==> src/rtl/mem_arbiter.sv <==
// mem_arbiter -- two-port (fetch / data) arbiter in front of a single-port
// asynchronous SRAM. One access runs at a time. The requester is picked in IDLE:
// a lone request wins, and a tie goes to the port that was not granted last.
// Its address, direction and write data are latched at that edge.
//
// Ports
//   clock, clear             clock; synchronous active-high reset
//   f_req, f_addr            fetch port (read only)
//   d_req, d_we, d_addr,     data port (read or write)
//   d_wdata
//   f_done, d_done           one-cycle completion pulse per port
//   rdata                    registered read result (valid with done)
//   err                      out-of-range flag, high with the done pulse
//   busy                     high in every state except IDLE
//   ram_read, ram_write      RAM enables (never both high)
//   ram_addr, ram_dout       RAM address / write data (0 when idle)
//   ram_dout_en              enable for the top-level tri-state data driver
//   ram_din                  RAM data bus as read back
//
// state | meaning
// ------+---------------------------------------------------------------
// IDLE  | waiting for a request; arbitration and operand latch happen here
// RD    | RAM read strobe; rdata captures ram_din on exit
// WS    | write setup: address/data driven, write enable still low
// WR    | write strobe
// WH    | write hold: address/data held after the strobe drops
// DONE  | done pulse for the granted port (plus err if out of range)
module mem_arbiter #(
    parameter int ADDR_W = 9,
    parameter int DATA_W = 32,
    parameter int DEPTH  = 256
) (
    input  logic              clock,
    input  logic              clear,
    input  logic              f_req,
    input  logic [ADDR_W-1:0] f_addr,
    input  logic              d_req,
    input  logic              d_we,
    input  logic [ADDR_W-1:0] d_addr,
    input  logic [DATA_W-1:0] d_wdata,
    output logic              f_done,
    output logic              d_done,
    output logic [DATA_W-1:0] rdata,
    output logic              err,
    output logic              busy,
    output logic              ram_read,
    output logic              ram_write,
    output logic [ADDR_W-1:0] ram_addr,
    output logic [DATA_W-1:0] ram_dout,
    output logic              ram_dout_en,
    input  logic [DATA_W-1:0] ram_din
);

    // One extra bit so DEPTH == 2**ADDR_W is still representable.
    localparam logic [ADDR_W:0] DEPTH_LIM = DEPTH[ADDR_W:0];

    typedef enum logic [2:0] {
        S_IDLE,
        S_RD,
        S_WS,
        S_WR,
        S_WH,
        S_DONE
    } state_t;

    state_t state, state_nxt;

    logic              last_d;     // 1: data port was granted most recently
    logic              sel_d;      // port owning the current access
    logic              op_we;
    logic              op_oor;
    logic [ADDR_W-1:0] op_addr;
    logic [DATA_W-1:0] op_wdata;
    logic [DATA_W-1:0] rdata_q;

    // Arbitration, only meaningful while in IDLE.
    logic              any_req;
    logic              pick_d;
    logic              pick_we;
    logic              pick_oor;
    logic [ADDR_W-1:0] pick_addr;
    logic              in_write;

    assign any_req   = f_req | d_req;
    assign pick_d    = d_req & (~f_req | ~last_d);
    assign pick_addr = pick_d ? d_addr : f_addr;
    assign pick_we   = pick_d & d_we;
    assign pick_oor  = ({1'b0, pick_addr} >= DEPTH_LIM);

    always_ff @(posedge clock) begin
        if (clear) begin
            state    <= S_IDLE;
            last_d   <= 1'b0;
            sel_d    <= 1'b0;
            op_we    <= 1'b0;
            op_oor   <= 1'b0;
            op_addr  <= '0;
            op_wdata <= '0;
            rdata_q  <= '0;
        end else begin
            state <= state_nxt;
            if (state == S_IDLE && any_req) begin
                sel_d    <= pick_d;
                last_d   <= pick_d;
                op_we    <= pick_we;
                op_oor   <= pick_oor;
                op_addr  <= pick_addr;
                op_wdata <= pick_d ? d_wdata : '0;
                if (pick_oor) begin
                    rdata_q <= '0;
                end
            end
            if (state == S_RD) begin
                rdata_q <= ram_din;
            end
        end
    end

    always_comb begin
        state_nxt   = state;
        in_write    = 1'b0;
        ram_read    = 1'b0;
        ram_write   = 1'b0;
        ram_dout_en = 1'b0;
        ram_addr    = '0;
        ram_dout    = '0;
        f_done      = 1'b0;
        d_done      = 1'b0;
        err         = 1'b0;
        busy        = (state != S_IDLE);

        case (state)
            S_IDLE: begin
                if (any_req) begin
                    if (pick_oor) begin
                        state_nxt = S_DONE;
                    end else if (pick_we) begin
                        state_nxt = S_WS;
                    end else begin
                        state_nxt = S_RD;
                    end
                end
            end
            S_RD: begin
                ram_read  = 1'b1;
                ram_addr  = op_addr;
                state_nxt = S_DONE;
            end
            S_WS: begin
                in_write  = 1'b1;
                state_nxt = S_WR;
            end
            S_WR: begin
                in_write  = 1'b1;
                ram_write = 1'b1;
                state_nxt = S_WH;
            end
            S_WH: begin
                in_write  = 1'b1;
                state_nxt = S_DONE;
            end
            S_DONE: begin
                f_done    = ~sel_d;
                d_done    = sel_d;
                err       = op_oor;
                state_nxt = S_IDLE;
            end
            default: begin
                state_nxt = S_IDLE;
            end
        endcase

        if (in_write) begin
            ram_dout_en = 1'b1;
            ram_addr    = op_addr;
            ram_dout    = op_wdata;
        end
    end

    assign rdata = rdata_q;

    // op_we is implied by the state path taken; keep it for debug visibility.
    logic unused_ok;
    assign unused_ok = op_we;

endmodule

==> config.mk <==
export PLATFORM = sky130hd
export DESIGN_NAME = mem_arbiter
export DESIGN_NICKNAME = d
export VERILOG_FILES = /design/src/rtl/mem_arbiter.sv
export SDC_FILE = /design/constraint.sdc
export NUM_CORES = 1
export LEC_CHECK = 0
export CORE_UTILIZATION = 41
export CTS_CLUSTER_DIAMETER = 50
export DETAILED_ROUTE_END_ITERATION = 6
export MAX_ROUTING_LAYER = met4
export PLACE_DENSITY = 0.87
export SETUP_SLACK_MARGIN = 0.5
export SYNTH_ARGS = -nofsm -noshare
export SYNTH_HDL_FRONTEND = slang
export SYNTH_SLANG_ARGS = --single-unit
==> constraint.sdc <==
create_clock -name clock -period 3.42 [get_ports clock]
set_input_delay 0.684 -clock clock [delete_from_list [all_inputs] [get_ports clock]]
set_output_delay 0.684 -clock clock [all_outputs]
set_load 0.01 [all_outputs]
==> metrics.yaml <==
drc: 0
outcome: "complete, no violations"
ys_types: 28
dp_slack_ps: 866
worst-path-stages: 4
fp.coreArea_mm2: 0.00694
crit_family: "simple AND/OR/NAND/NOR gates"
wl_per_cell_um: 15.5
rows: 30
crit_type: "reg2out"
finalCritPeriodShare_pct: 80.4
synthCells: 307
max_slew_margin_pct: 65.2
seq_area_frac_synth_pct: 51.4
ys_top_cells_by_area: "dfxtp_1, a22o_1, a22oi_1, nor2b_1, nor2_1"
crit_buf_inv: 1
hold_viol: 0
cpMaxStageDelayCell: "clkdlybuf4s50_1"
cts.sinks: 77
vias: 2886
layout.nets: 551
synth_top_cell_area_share_pct: 51.4
drt_wl_total_um: 8790
synth_largest_area_cell: "dfxtp_1"
syn-cell-area_mm2: 0.00300
cpPeakStageDelay_ps: 530
htree_levels: 3
numCtsBuffers: 9
sw_frac_of_total_pct: 27.0
intPower_mw: 1.69
gr-usage-all-layers_pct: 22.6
fmax_mhz: 364
gp_congestion: 0.832
syn_to_final_growth_pct: 64.6
cts_hold_buf: 0
p_leak_nw: 1.85
synthesis.nets: 394
die-area_mm2: 0.00767
die-height_um: 87.6
final_max_slew_viol_count: 0
power_frac_seq_pct: 44.4
ys_seq_elements: 77
diodes: 0
path_max_fanout: 10
die_width_um: 87.6
reg2reg_depth: 6
p_comb_share_pct: 23.7
cts_setup_buffers: 0
maxCapViolations: 0
grt-ovfl-total: 0
tritoncts: "done"
io_buffers: 166
antenna_left: 0
grt_pass1_vias: 2660
worst_slack_ps: 669
hold_path_depth: 1
grt_setup_unrepaired: "no"
timing.setup.tns_ps: 0
pwr-share-clk_pct: 31.9
tightest_slew_ps: 521
clk_latency_ps: 330
num_io_pins: 167
ir_drop_mv: 0.249
grt_pass1_wl_um: 12900
switchingPower_uw: 625
grt_max_degree: 47
clk_path_buf_depth: 2
yosys_warnings: 0
cts_root_buf: "clkbuf_8"
min_path_type: "reg2reg"
worstPathRequired_ps: 2740
crit_chain: "o21ai_0 -> nor2b_2 -> and2_1 -> clkdlybuf4s50_1"
start_util_pct: 43.2
dr.pass1.iters: 4
cp.arrival_ps: 2070
avgSynthCellArea_um2: 9.78
end_kind: "primary output"
cp-start-kind: "flip-flop"
layout-drive-gt1-share_pct: 7.04
powerDensity_mw_per_mm2: 468
drt_first_iter_violations: 98
skew_ps: 4.41
cts.clk_slew.worst_paths_ps: 80
min_period_ps: 2750
avgViaCountPerCell: 5.11
final-setup-viol-count: 0
hpwl_um: 6110
antenna_found_initial: 0
[layout make-up]
class,instances,area [um^2]
fillers,536,2000
repair buffers,174,1720
inverters,6,22.5
flip-flops and latches,77,1540
multi-input cells,196,1320
clock inverters,6,87.6
well taps,96,120
clock buffers,10,128
[routing by layer]
layer,track usage (%),vias up,share of wire (%)
met5,-,-,0
met3,6.03,9,9.0
met1,26.5,1354,41
met2,37.9,130,49
li1,-,1393,-
met4,7.15,0,0.97
[power by group through the flow]
stage | sequential [mW] | clock (mW) | combinational [mW]
5_1_grt | 1.04 | 0.786 | 0.590
6_report | 1.03 | 0.739 | 0.548
2_1_floorplan | 1.04 | 0 | 0.267
3_3_place_gp | 1.04 | 0 | 0.533
3_5_place_dp | 1.05 | 0 | 0.546
4_1_cts | 1.03 | 0.757 | 0.549
[timing repair]
item,4_1_cts,5_1_grt
gates resized for setup,0,3
hold endpoints to repair,0,0
setup endpoints to repair,0,41
[flip-flops by register name, summed over array words and instances, names as in the netlist]
| register | cells |
|---|---|
| rdata | 32 |
| op_oor | 1 |
| state | 3 |
| op_addr | 8 |
| op_wdata | 32 |
| sel_d | 1 |
[synth_stat cells]
library cell,instances
clkbuf_1,11
buf_4,5
nand2_1,3
nor4_1,1
nor2b_1,34
o211a_1,1
nor3_4,1
dfxtp_1,77
o21a_1,1
a21o_1,1
mux2i_1,10
a22o_1,32
a211oi_1,8
inv_1,6
a31oi_1,2
nor3b_1,3
nor3b_2,1
buf_1,1
a21boi_2,1
o21ai_1,1
o21ai_0,3
and2_1,10
a22oi_1,32
nor3_1,3
a21oi_1,2
a211oi_2,1
nor2_1,45
buf_2,11
[path summary, 6_finish.rpt]
kind,startpoint,endpoint,slack [ps]
worst max register to register,state[2]$_SDFFE_PP0P_,rdata[31]$_SDFFE_PP0P_,1600
worst max-delay path,state[0]$_SDFFE_PP0P_,ram_addr[1],670
worst min register to register,rdata[5]$_SDFFE_PP0P_,rdata[5]$_SDFFE_PP0P_,480
worst min-delay path,rdata[5]$_SDFFE_PP0P_,rdata[5]$_SDFFE_PP0P_,480
[cells by family (layout without fill, tap and decap cells)]
kind of cell           Yosys count  count (layout)  synth area share (%)
DFF                             77              77                  51.4
and+or+nand+nor                101             101                  17.6
muxes                           10              10                  3.33
AOI/OAI and AO/OA               85              85                  22.4
buffers and inverters           34             196                  5.34
[worst register-to-register path, stage by stage (launching register included)]
cell and delay [ps]:
dfxtp_1 430, nor3_4 340, o21a_1 170, buf_4 220
a211oi_4 80, buf_4 260, a22o_1 220
[metrics by stage]
stage / power [mW] / cells / area [um^2] / utilization, % / hold slack, ps
global placement: 1.57 / 549 / 4720 / 67.9 / 456
CTS: 2.33 / 565 / 4930 / 71.0 / 481
finish: 2.31 / 565 / 4940 / 71.2 / 479
floorplan: 1.31 / 307 / 3000 / - / 469
global route: 2.41 / 565 / 4940 / 71.2 / 490
detailed placement: 1.59 / 549 / 4720 / 67.9 / 454
[placed cells by master (no fill, tap or decap), types with 3 or more instances in the layout]
cell	count
nor2_1	45
buf_4	7
a211oi_1	8
dfxtp_1	76
nor3b_1	3
clkinvlp_4	3
o21ai_0	3
mux2i_1	9
nand2_1	3
and2_1	10
inv_1	6
nor3_1	3
clkdlybuf4s50_1	165
nor2b_1	32
a22o_1	32
a22oi_1	32
clkbuf_8	9
No activity file was read; power rests on OpenSTA's default activity.
